[config.mk]
export PLATFORM = sky130hd
export DESIGN_NAME = ps2_key_sequencer
export DESIGN_NICKNAME = d
export VERILOG_FILES = /design/src/rtl/ps2_seq_pkg.sv /design/src/rtl/ps2_evt_fifo.sv /design/src/rtl/ps2_key_sequencer.sv
export SDC_FILE = /design/constraint.sdc
export NUM_CORES = 1
export LEC_CHECK = 0
export ABC_CLOCK_PERIOD_IN_PS = 5600
export CELL_PAD_IN_SITES_DETAIL_PLACEMENT = 0
export CELL_PAD_IN_SITES_GLOBAL_PLACEMENT = 2
export CORE_MARGIN = 3
export CORE_UTILIZATION = 40
export CTS_CLUSTER_SIZE = 28
export DETAILED_ROUTE_END_ITERATION = 8
export PLACE_DENSITY_LB_ADDON = 0.08
export SLEW_MARGIN = 20
export SYNTH_ARGS = -nofsm -noshare
export SYNTH_HDL_FRONTEND = slang
export SYNTH_HIERARCHICAL = 1
export SYNTH_SLANG_ARGS = --single-unit
[constraint.sdc]
create_clock -name i_clk -period 5.6 [get_ports i_clk]
set_input_delay 0.56 -clock i_clk [delete_from_list [all_inputs] [get_ports i_clk]]
set_output_delay 0.56 -clock i_clk [all_outputs]
set_load 0.03 [all_outputs]
[src/rtl/ps2_seq_pkg.sv]
// ----------------------------------------------------------------------------
// ps2_seq_pkg
//  Shared types and constants for the PS/2 set-2 key sequencer.
//  - state_t : sequencer FSM states
//  - kind_t  : event kind carried through the event FIFO
//  - event_t : one queued key event {shft, kind, data} (11 bits)
//  - prefix bytes and the list of receiver status bytes that carry no key
// ----------------------------------------------------------------------------
package ps2_seq_pkg;

    typedef enum logic [2:0] {
        S_IDLE    = 3'd0,
        S_EXT     = 3'd1,
        S_BRK     = 3'd2,
        S_EXT_BRK = 3'd3,
        S_LOOK    = 3'd4
    } state_t;

    typedef enum logic [1:0] {
        K_CHAR = 2'd0,
        K_ENTR = 2'd1,
        K_BKSP = 2'd2
    } kind_t;

    typedef struct packed {
        logic       shft;
        kind_t      kind;
        logic [7:0] data;
    } event_t;

    localparam logic [7:0] PS2_EXT    = 8'hE0;
    localparam logic [7:0] PS2_BRK    = 8'hF0;

    // Keyboard status/response bytes that never start a key sequence.
    localparam logic [7:0] PS2_BAT_OK = 8'hAA;
    localparam logic [7:0] PS2_ACK    = 8'hFA;
    localparam logic [7:0] PS2_RESEND = 8'hFE;
    localparam logic [7:0] PS2_ECHO   = 8'hEE;
    localparam logic [7:0] PS2_OVR0   = 8'h00;
    localparam logic [7:0] PS2_OVR1   = 8'hFF;

    function automatic logic ps2_is_ignored(input logic [7:0] b);
        return (b == PS2_BAT_OK) || (b == PS2_ACK)  || (b == PS2_RESEND) ||
               (b == PS2_ECHO)   || (b == PS2_OVR0) || (b == PS2_OVR1);
    endfunction

endpackage

[src/rtl/ps2_evt_fifo.sv]
// ----------------------------------------------------------------------------
// ps2_evt_fifo
//  First-word-fall-through FIFO of event_t. A push into a full FIFO is
//  accepted only if a pop happens in the same cycle; otherwise it is dropped
//  and o_drop pulses for that cycle.
//  Ports:
//   i_clk, i_rst  clock, async active-high reset (flushes the FIFO)
//   i_push, i_din push strobe and event
//   i_pop         pop request (ignored while empty)
//   o_dout        head event (zero while empty)
//   o_vld         FIFO not empty
//   o_drop        push discarded because the FIFO was full
// ----------------------------------------------------------------------------
module ps2_evt_fifo
    import ps2_seq_pkg::*;
#(
    parameter int DEPTH = 8
) (
    input  logic   i_clk,
    input  logic   i_rst,
    input  logic   i_push,
    input  event_t i_din,
    input  logic   i_pop,
    output event_t o_dout,
    output logic   o_vld,
    output logic   o_drop
);
    localparam int AW = (DEPTH > 1) ? $clog2(DEPTH) : 1;
    localparam int CW = AW + 1;

    event_t          r_mem [DEPTH];
    logic [AW-1:0]   r_wp;
    logic [AW-1:0]   r_rp;
    logic [CW-1:0]   r_cnt;

    logic w_empty;
    logic w_full;
    logic w_pop;
    logic w_wr;

    assign w_empty = (r_cnt == '0);
    assign w_full  = (r_cnt == CW'(DEPTH));
    assign w_pop   = i_pop & ~w_empty;
    // A pop in the same cycle frees the slot the push needs.
    assign w_wr    = i_push & (~w_full | w_pop);
    assign o_drop  = i_push & w_full & ~w_pop;

    assign o_vld   = ~w_empty;
    assign o_dout  = w_empty ? event_t'('0) : r_mem[r_rp];

    always_ff @(posedge i_clk) begin
        if (w_wr) begin
            r_mem[r_wp] <= i_din;
        end
    end

    always_ff @(posedge i_clk or posedge i_rst) begin
        if (i_rst) begin
            r_wp  <= '0;
            r_rp  <= '0;
            r_cnt <= '0;
        end else begin
            if (w_wr) begin
                r_wp <= r_wp + AW'(1);
            end
            if (w_pop) begin
                r_rp <= r_rp + AW'(1);
            end
            case ({w_wr, w_pop})
                2'b10:   r_cnt <= r_cnt + CW'(1);
                2'b01:   r_cnt <= r_cnt - CW'(1);
                default: r_cnt <= r_cnt;
            endcase
        end
    end

endmodule

[src/rtl/ps2_key_sequencer.sv]
// ----------------------------------------------------------------------------
// ps2_key_sequencer
//  Turns PS/2 set-2 scan-code bytes into CHAR/ENTR/BKSP events. Strips the
//  E0/F0 prefixes, presents the resulting key code to an external keycode
//  table, tracks shift and queues events in a FWFT FIFO.
//  Ports:
//   i_clk, i_rst          clock, async active-high reset
//   i_byte, i_byte_vld    scan-code byte and its 1-cycle strobe
//   o_key                 key code to the table {E0/00, code}
//   i_char, i_shft,
//   i_entr, i_bksp        table results for o_key
//   o_data, o_kind,
//   o_shft, o_vld, i_rdy  FIFO head event and pop handshake
//   o_shift               current shift-held state
//   o_ovf, o_err, i_clr   sticky overflow / protocol error flags and clear
//
//  state     | meaning
//  ----------+-----------------------------------------------------------
//  S_IDLE    | waiting for the first byte of a sequence
//  S_EXT     | E0 seen, waiting for F0 or the code byte
//  S_BRK     | F0 seen, waiting for the code byte
//  S_EXT_BRK | E0 F0 seen, waiting for the code byte
//  S_LOOK    | o_key is registered; sample the table and act (1 cycle)
// ----------------------------------------------------------------------------
module ps2_key_sequencer
    import ps2_seq_pkg::*;
#(
    parameter int FIFO_DEPTH = 8,
    parameter int TMO_CYCLES = 100000
) (
    input  logic        i_clk,
    input  logic        i_rst,
    input  logic [7:0]  i_byte,
    input  logic        i_byte_vld,
    output logic [15:0] o_key,
    input  logic [7:0]  i_char,
    input  logic        i_shft,
    input  logic        i_entr,
    input  logic        i_bksp,
    output logic [7:0]  o_data,
    output logic [1:0]  o_kind,
    output logic        o_shft,
    output logic        o_vld,
    input  logic        i_rdy,
    output logic        o_shift,
    output logic        o_ovf,
    output logic        o_err,
    input  logic        i_clr
);
    localparam int              TW       = (TMO_CYCLES > 2) ? $clog2(TMO_CYCLES) : 1;
    localparam logic [TW-1:0]   TMO_LAST = TW'(TMO_CYCLES - 1);

    state_t        r_state;
    state_t        w_state_nxt;
    logic [15:0]   r_key;
    logic [15:0]   w_key_nxt;
    logic          r_brk;
    logic          w_brk_nxt;
    logic [TW-1:0] r_tmo;
    logic          w_tmo_run;
    logic          w_tmo_hit;
    logic          r_shift;
    logic          r_ovf;
    logic          r_err;
    logic          w_err_set;
    logic          w_shift_set;
    logic          w_shift_clr;
    logic          w_push;
    logic          w_drop;
    event_t        w_evt;
    event_t        w_head;

    assign w_tmo_hit = (r_tmo == TMO_LAST);

    always_comb begin
        w_state_nxt = r_state;
        w_key_nxt   = r_key;
        w_brk_nxt   = r_brk;
        w_tmo_run   = 1'b0;
        w_err_set   = 1'b0;
        w_shift_set = 1'b0;
        w_shift_clr = 1'b0;
        w_push      = 1'b0;
        w_evt       = '0;
        w_evt.shft  = r_shift;

        case (r_state)
            S_IDLE: begin
                if (i_byte_vld) begin
                    if (i_byte == PS2_EXT) begin
                        w_state_nxt = S_EXT;
                    end else if (i_byte == PS2_BRK) begin
                        w_state_nxt = S_BRK;
                    end else if (!ps2_is_ignored(i_byte)) begin
                        w_key_nxt   = {8'h00, i_byte};
                        w_brk_nxt   = 1'b0;
                        w_state_nxt = S_LOOK;
                    end
                end
            end

            S_EXT: begin
                if (i_byte_vld) begin
                    if (i_byte == PS2_BRK) begin
                        w_state_nxt = S_EXT_BRK;
                    end else if (i_byte == PS2_EXT) begin
                        w_state_nxt = S_EXT;
                    end else begin
                        w_key_nxt   = {PS2_EXT, i_byte};
                        w_brk_nxt   = 1'b0;
                        w_state_nxt = S_LOOK;
                    end
                end else if (w_tmo_hit) begin
                    w_err_set   = 1'b1;
                    w_state_nxt = S_IDLE;
                end else begin
                    w_tmo_run = 1'b1;
                end
            end

            S_BRK, S_EXT_BRK: begin
                if (i_byte_vld) begin
                    if (i_byte == PS2_EXT || i_byte == PS2_BRK) begin
                        w_err_set   = 1'b1;
                        w_state_nxt = S_IDLE;
                    end else begin
                        w_key_nxt   = {(r_state == S_EXT_BRK) ? PS2_EXT : 8'h00, i_byte};
                        w_brk_nxt   = 1'b1;
                        w_state_nxt = S_LOOK;
                    end
                end else if (w_tmo_hit) begin
                    w_err_set   = 1'b1;
                    w_state_nxt = S_IDLE;
                end else begin
                    w_tmo_run = 1'b1;
                end
            end

            S_LOOK: begin
                // The table is driven from r_key, so its answer is valid here.
                if (i_byte_vld) begin
                    w_err_set = 1'b1;
                end
                if (!r_brk) begin
                    if (i_shft) begin
                        w_shift_set = 1'b1;
                    end else if (i_entr) begin
                        w_push     = 1'b1;
                        w_evt.kind = K_ENTR;
                    end else if (i_bksp) begin
                        w_push     = 1'b1;
                        w_evt.kind = K_BKSP;
                    end else if (i_char != 8'h00) begin
                        w_push     = 1'b1;
                        w_evt.kind = K_CHAR;
                        w_evt.data = i_char;
                    end
                end else if (i_shft) begin
                    w_shift_clr = 1'b1;
                end
                w_state_nxt = S_IDLE;
            end

            default: begin
                w_state_nxt = S_IDLE;
            end
        endcase
    end

    always_ff @(posedge i_clk or posedge i_rst) begin
        if (i_rst) begin
            r_state <= S_IDLE;
            r_key   <= '0;
            r_brk   <= 1'b0;
            r_tmo   <= '0;
            r_shift <= 1'b0;
            r_ovf   <= 1'b0;
            r_err   <= 1'b0;
        end else begin
            r_state <= w_state_nxt;
            r_key   <= w_key_nxt;
            r_brk   <= w_brk_nxt;
            // Cleared whenever a prefix state is entered, left or refreshed.
            r_tmo   <= w_tmo_run ? r_tmo + TW'(1) : '0;
            if (w_shift_set) begin
                r_shift <= 1'b1;
            end else if (w_shift_clr) begin
                r_shift <= 1'b0;
            end
            if (w_err_set) begin
                r_err <= 1'b1;
            end else if (i_clr) begin
                r_err <= 1'b0;
            end
            if (w_drop) begin
                r_ovf <= 1'b1;
            end else if (i_clr) begin
                r_ovf <= 1'b0;
            end
        end
    end

    ps2_evt_fifo #(
        .DEPTH (FIFO_DEPTH)
    ) u_fifo (
        .i_clk  (i_clk),
        .i_rst  (i_rst),
        .i_push (w_push),
        .i_din  (w_evt),
        .i_pop  (i_rdy),
        .o_dout (w_head),
        .o_vld  (o_vld),
        .o_drop (w_drop)
    );

    assign o_key   = r_key;
    assign o_data  = w_head.data;
    assign o_kind  = w_head.kind;
    assign o_shft  = w_head.shft;
    assign o_shift = r_shift;
    assign o_ovf   = r_ovf;
    assign o_err   = r_err;

endmodule
==> results.txt <==
The number of antenna violations at the first check in global routing is 0, and the ratio of final minimum period to clock period is 66.5%. The synthesized netlist devotes 8.85% of its cell area to compound gates. The cell type with the highest aggregate area in the netlist is sky130_fd_sc_hd__edfxtp_1.

Setup violations remaining at the end of the flow were counted as 0. Global routing used 16.5% of the available tracks across all layers. The first TritonRoute pass finished after 4 iterations. Once detailed placement completed, the half-perimeter wirelength came to 8490 um. The final number of hold-violating endpoints came out at 0. The finished layout holds 673 standard cells, fillers aside. Measured along the y axis, the die boundary spans 128 um.

For the total detailed-routing wirelength, the log shows 12700 um. For flop-to-flop paths, the worst setup slack is 2.54 ns. Net switching is 31.7% of the power.

Counting I/O delays and the setup requirement, the final critical path takes 3.72 ns. In this run the worst path has a maximum fanout of 24. The met3 usage came out at 4.13%. The sum of overflow across all layers after global routing is 0, and the clock skew is 0.00697 ns. The worst slew margin relative to its limit came out at 33.5%.

The accumulated negative setup slack came out at 0 ns. Summing over every cut layer, the via total after detailed routing is 3593. Global routing consumed, on the met2 layer, 25.9% of the routing resources.

The tools report the global placer's final weighted congestion as 0.752. Startpoint type of the worst setup path: a register. The count of flip-flops with a built-in enable after synthesis came out at 88.

The die covers 0.0164 sq mm. The tools report the remaining antenna violation count as 0. The simple-gate share of the synthesized area was 11.6%. The worst setup path is captured at a primary output. The I/O pin count came out at 55. For the maximum count of clock buffers along a single path, the log shows 2. The pin count of the biggest net entering global routing was 34; the fraction of registers with async set/reset was 32.8%.

After clock tree synthesis, the repair step resized 0 gates. The run gives 5.04 ns as the required time of the worst setup path. The library cells used most frequently in the layout, excluding fill and tap cells, are sky130_fd_sc_hd__edfxtp_1, sky130_fd_sc_hd__clkdlybuf4s50_1, sky130_fd_sc_hd__mux2i_1.

The cell-internal power was 2.42 mW. Of the cells placed in the final design, the portion with a size suffix greater than 1 is 15.7%. The area added between synthesis and finish is 22.0%, and the clock-pin transition on the worst setup and hold timing paths is 0.05 ns. The region available for standard cell placement spans 0.0146 sq mm. In the synthesized netlist, mux cells make up 10.4% of the area. The tools report the reported max-cap violation count as 0.

Category of the most critical setup path: reg -> out. In this run the horizontal extent of the chip is 128 um. The tools report the proportion of power drawn by the clock network as 34.8%. The reported net switching power is 1.13 mW, and the xor and xnor area share after synthesis is 2.34%. Row generation in the floorplan step produced 44 rows. The path class of the lowest-slack min-delay path is in -> async.

The clock insertion delay at the later pin of the skew report is 0.41 ns. The logs give 3707 for the via count of the first global-routing pass and 2.68 nW for the leakage power of the design. Primary flip-flop cell chosen by synthesis mapping: sky130_fd_sc_hd__edfxtp_1. The tools report the cell at the root of the clock tree as sky130_fd_sc_hd__clkbuf_16. In this run the power density over the cells is 487 mW/mm^2. The tools report the number of buffers added for setup after CTS as 0. For met1 alone, demand over resource in global routing was 22.0%. The tools report the number of levels in the clock H-tree as 4.

The sequential fraction of the synthesis area came out at 62.2%. The first global-routing pass estimated 20600 um of wire. The run gives 0 as the number of diodes. In this run the biggest area consumer among cell types represents 44.2% of the synthesized area. Of the total synthesized cell area, the portion taken by full adders, half adders and majority gates is 0.837%. Average footprint of a synthesized cell: 14.3 sq um.

Once the floorplan was initialized, standard cells occupied 41.0% of the core. Clock sink total: 131. Sorting the synthesized cells by area gives the leading types as sky130_fd_sc_hd__edfxtp_1, sky130_fd_sc_hd__dfrtp_1, sky130_fd_sc_hd__mux2i_1. For the total power draw, the log shows 3.55 mW.

The number of hold buffers added after CTS was 0. The count of synthesis-stage warnings from yosys was 6; the post-synthesis cell type count was 62. Synthesis inferred 131 register bits. For this run, the top clock speed supported by timing is 269 MHz. Count of input and output buffers: 49. The peak ir drop on the vdd network was 0.000185 V. The flow ran to the end, and the final reports show no timing, DRC or antenna violations.

The most common cell after layout, fill and taps aside was sky130_fd_sc_hd__edfxtp_1. In the synthesized netlist, the number of instances is 419. The combinational group share of total power is 30.6%, and the instance count after placement with tap cells included is 641. TritonCTS built the clock tree. Clock tree synthesis inserted a total of 17 buffers. For this block, the initial DRC count from the detailed router was 228.

The average via count per standard cell came out at 5.34. The cell area after synthesis is 0.00598 sq mm, and the average routed wire per standard cell is 18.9 um. Setup repair after global routing left no endpoint under its margin. The tools report the number of max-slew violations in the final report as 0. Largest family of logic cells by synthesized area: simple AND/OR/NAND/NOR gates. The sequential cell fraction of total power was 34.6%. STA puts the critical path data arrival time at 3.16 ns. The final layout contains 504 nets. The layer with the highest usage after global routing is met2. Slew at the pin closest to its max-slew limit: 0.993 ns. The remaining routing DRC violations is 0.
[kinds of logic (layout without fill, tap and decap cells)]
| logic type | after synthesis | count (layout) |
|---|---|---|
| AO/OA/AOI/OAI | 57 | 57 |
| adder cells (fa/ha/maj) | 4 | 4 |
| XOR/XNOR | 16 | 16 |
| multiplexers | 57 | 57 |
| flip-flops | 131 | 131 |
| AND/OR/NAND/NOR | 117 | 117 |
| buffers and inverters | 36 | 102 |
| other | 1 | 5 |
[area by class of cell]
class / instances / area, sq um
clock buffer: 18 / 429
multi-input combinational: 256 / 2080
tap: 184 / 230
inverter: 12 / 45.0
clock inverter: 14 / 235
timing repair buffer: 58 / 558
fill: 1247 / 7290
sequential: 131 / 3720
[layer usage]
metal	share of wire (%)	up-vias
li1	-	1737
met1	46	1775
met2	48	66
met3	4.4	15
met4	1.8	0
met5	0	-
[metrics by stage]
stage	area, sq um	utilization (%)	hold WS (ns)	setup slack, ns
6_report	7290	50.0	0.480	1.88
2_1_floorplan	5990	-	0.400	2.78
4_1_cts	7280	49.9	0.479	1.83
5_1_grt	7290	50.0	0.514	1.71
3_3_place_gp	6610	45.3	0.465	1.87
3_5_place_dp	6610	45.3	0.478	1.77
[critical path, cell delays in order (launching register included)]
cell and delay (ns):
sky130_fd_sc_hd__dfrtp_2 0.83, sky130_fd_sc_hd__buf_4 0.49, sky130_fd_sc_hd__mux2i_1 0.13, sky130_fd_sc_hd__a221o_1 0.38, sky130_fd_sc_hd__a221oi_2 0.18, sky130_fd_sc_hd__clkdlybuf4s50_1 0.70
[cells in the mapped netlist, types with 5 or more instances]
cell	n
sky130_fd_sc_hd__a221o_1	11
sky130_fd_sc_hd__xnor2_1	10
sky130_fd_sc_hd__clkbuf_1	6
sky130_fd_sc_hd__nor2b_1	6
sky130_fd_sc_hd__inv_1	11
sky130_fd_sc_hd__buf_4	8
sky130_fd_sc_hd__nand3_1	11
sky130_fd_sc_hd__mux2_4	9
sky130_fd_sc_hd__mux2i_1	45
sky130_fd_sc_hd__edfxtp_1	88
sky130_fd_sc_hd__and2_1	10
sky130_fd_sc_hd__nand4_1	6
sky130_fd_sc_hd__nor3_1	20
sky130_fd_sc_hd__nor4_1	8
sky130_fd_sc_hd__o21ai_0	6
sky130_fd_sc_hd__nand2_1	12
sky130_fd_sc_hd__a21oi_1	5
sky130_fd_sc_hd__buf_6	5
sky130_fd_sc_hd__or3_1	7
sky130_fd_sc_hd__nor2_1	13
sky130_fd_sc_hd__dfrtp_1	43
sky130_fd_sc_hd__xor2_1	6
sky130_fd_sc_hd__a221oi_2	11
[worst paths after layout]
check	endpoint	cells past startpoint	start
min in group i_clk	o_ovf	1	o_ovf
worst max-delay path	o_data[1]	5	u_fifo/r_rp[0]
worst min register to register	o_ovf	1	o_ovf
worst max register to register	u_fifo/r_mem[7][6]	5	r_state[0]
max in group asynchronous	r_state[2]	3	i_rst
worst min-delay path	u_fifo/r_cnt[3]	2	i_rst
[power groups by stage]
stage                     logic (mW)  clock network (mW)  registers (mW)
after floorplan                0.797                   0            1.20
after global placement          1.09                   0            1.25
after detailed placement        1.10                   0            1.25
after CTS                       1.10                1.26            1.23
after global routing            1.16                1.30            1.24
final                           1.09                1.23            1.23
[registers in the layout, summed over array words and instances, names as in the netlist]
| register | count |
|---|---|
| r_tmo | 17 |
| o_ovf | 1 |
| u_fifo/r_rp | 3 |
| u_fifo/r_mem | 88 |
| r_state | 3 |
| u_fifo/r_cnt | 4 |
| r_brk | 1 |
| o_err | 1 |
| o_key | 9 |
| o_shift | 1 |
| u_fifo/r_wp | 3 |
(Power assumes the default switching activity.)
==> variant, RTL diff (config.mk and constraints unchanged) <==
The parameter `TMO_CYCLES` goes from 100000 to 400000.
--- a/src/rtl/ps2_key_sequencer.sv
+++ b/src/rtl/ps2_key_sequencer.sv
@@ -28,3 +28,3 @@
     parameter int FIFO_DEPTH = 8,
-    parameter int TMO_CYCLES = 100000
+    parameter int TMO_CYCLES = 400000
 ) (
Function: no difference found for any inputs over 4 cycles, from zero or initial values and one cycle with i_rst high; that may be too few to reach the edited logic, so the function may still have changed.
==> variant against the unedited design <==
  * Routed wire length down 3.1%
  * Total power up 1.5%
  * Non-clock buffer count up 1
  * Area after synthesis down 0.46%
  * Cell area down 0.19%
  * Critical endpoint unchanged
  * Global-route usage down 0.39 points
  * Setup slack worse by 51 ps
  * Clock skew down 0.99 ps
  * Utilization up 1.3 points
  * Sequential cell count up 2
  * Count of clock-buffer cells in the layout down 1
==> variant: results (changes against the unedited design) <==
Slew Limit Headroom=0.354 (+0.0184); Reg2Reg Setup Slack=2640 ps (+100 ps); nets=503 (-0.20%); Via-to-Cell Ratio=5.27 (-1.3%); ratio of cells with drive above 1 in the final layout=0.148 (-0.00992); Unique masters post-synth=61 (-1.6%); synth cell count leaders=88 x edfxtp_1, 45 x dfrtp_1, 45 x mux2i_1; Comb group=1.07 mW; global routing usage on met1=0.213 (-0.00673); largest net degree at the start of global routing=36 (+5.9%); reg2reg end=u_fifo/r_mem[1][4]; main area contributors after synthesis=edfxtp_1 44%, dfrtp_1 19%, mux2i_1 7.6%; Worst Reg-to-Reg Cells=7 (+2); DR iter-0 viols=171 (-25%); Pre-antenna DRT Iters=5 (+1); CP arrival=3210 ps (+50 ps); FF-to-FF Start=r_state[1]; GR Util met3=0.0425 (+0.00125); Sw Share=0.310 (-0.00778); Clock Skew=5.98 ps (-0.990 ps); met2 GRT Util=0.252 (-0.00727); hpwl dp=8200 um (-3.5%); first-pass GRT wire length=19900 um (-3.2%); Post-synth ARST share=0.338 (+0.0101); Max Fanout on Critical Path=28 (+17%); Pleak=2.80 nW (+4.4%); Reg power frac=0.349 (+0.003); vias in the first global route=3558 (-4.0%); CP peak stage delay=940 ps (+110 ps); status=completed; VDD IR max=0.000203 V (+9.4%)
variant: changes by cell type after synthesis, moves of 3 or more:
cell	before	now
clkbuf_1	6	3
nor3_1	20	6
a211oi_1	3	0
and3_1	2	6
nor2_1	13	31
nor4_1	8	5
or3_1	7	1
variant: worst max-delay path by stage:
stage	slack, ps	endpoint	cells after the start	from
floorplan	2770	u_fifo/r_mem[0][0]	6	r_state[1]
global placement	2140	u_fifo/r_mem[3][4]	7	i_shft
detailed placement	2230	o_data[1]	5	u_fifo/r_rp[0]
CTS	1770	o_data[1]	5	u_fifo/r_rp[0]
global route	1620	o_data[0]	5	u_fifo/r_rp[0]
finish	1830	o_data[1]	5	u_fifo/r_rp[0]
variant: metrics by stage:
stage / cell area, sq um / cells / power (mW) / hold slack, ps / utilization
4_1_cts: 7280 / 668 / 3.65 / 467 / 0.512
6_report: 7280 / 668 / 3.60 / 459 / 0.513
3_3_place_gp: 6590 / 636 / 2.36 / 465 / 0.464
2_1_floorplan: 5970 / 420 / 2.02 / 400 / -
3_5_place_dp: 6590 / 636 / 2.36 / 480 / 0.464
5_1_grt: 7280 / 668 / 3.77 / 505 / 0.513
variant: area by class of cell:
cell class | count | area [sq um]
fill | 1244 | 6920
sequential | 133 | 3770
multi-input combinational | 252 | 1990
timing repair buffer | 59 | 566
clock buffer | 17 | 425
clock inverter | 15 | 259
tap | 180 | 225
inverter | 12 | 45.0
variant: layer usage:
layer / share of wire / wire (um)
met1: 0.46 / 5620
met2: 0.48 / 5880
met3: 0.044 / 545
met4: 0.023 / 287
met5: 0 / 0
variant: logic make-up after synthesis:
kind of cell / synth area share
simple gates: 0.107
buf+inv: 0.0374
compound gates: 0.0868
other cells: 0.000630
mux: 0.0971
flops: 0.633
xor+xnor: 0.0294
fa+ha+maj: 0.00841
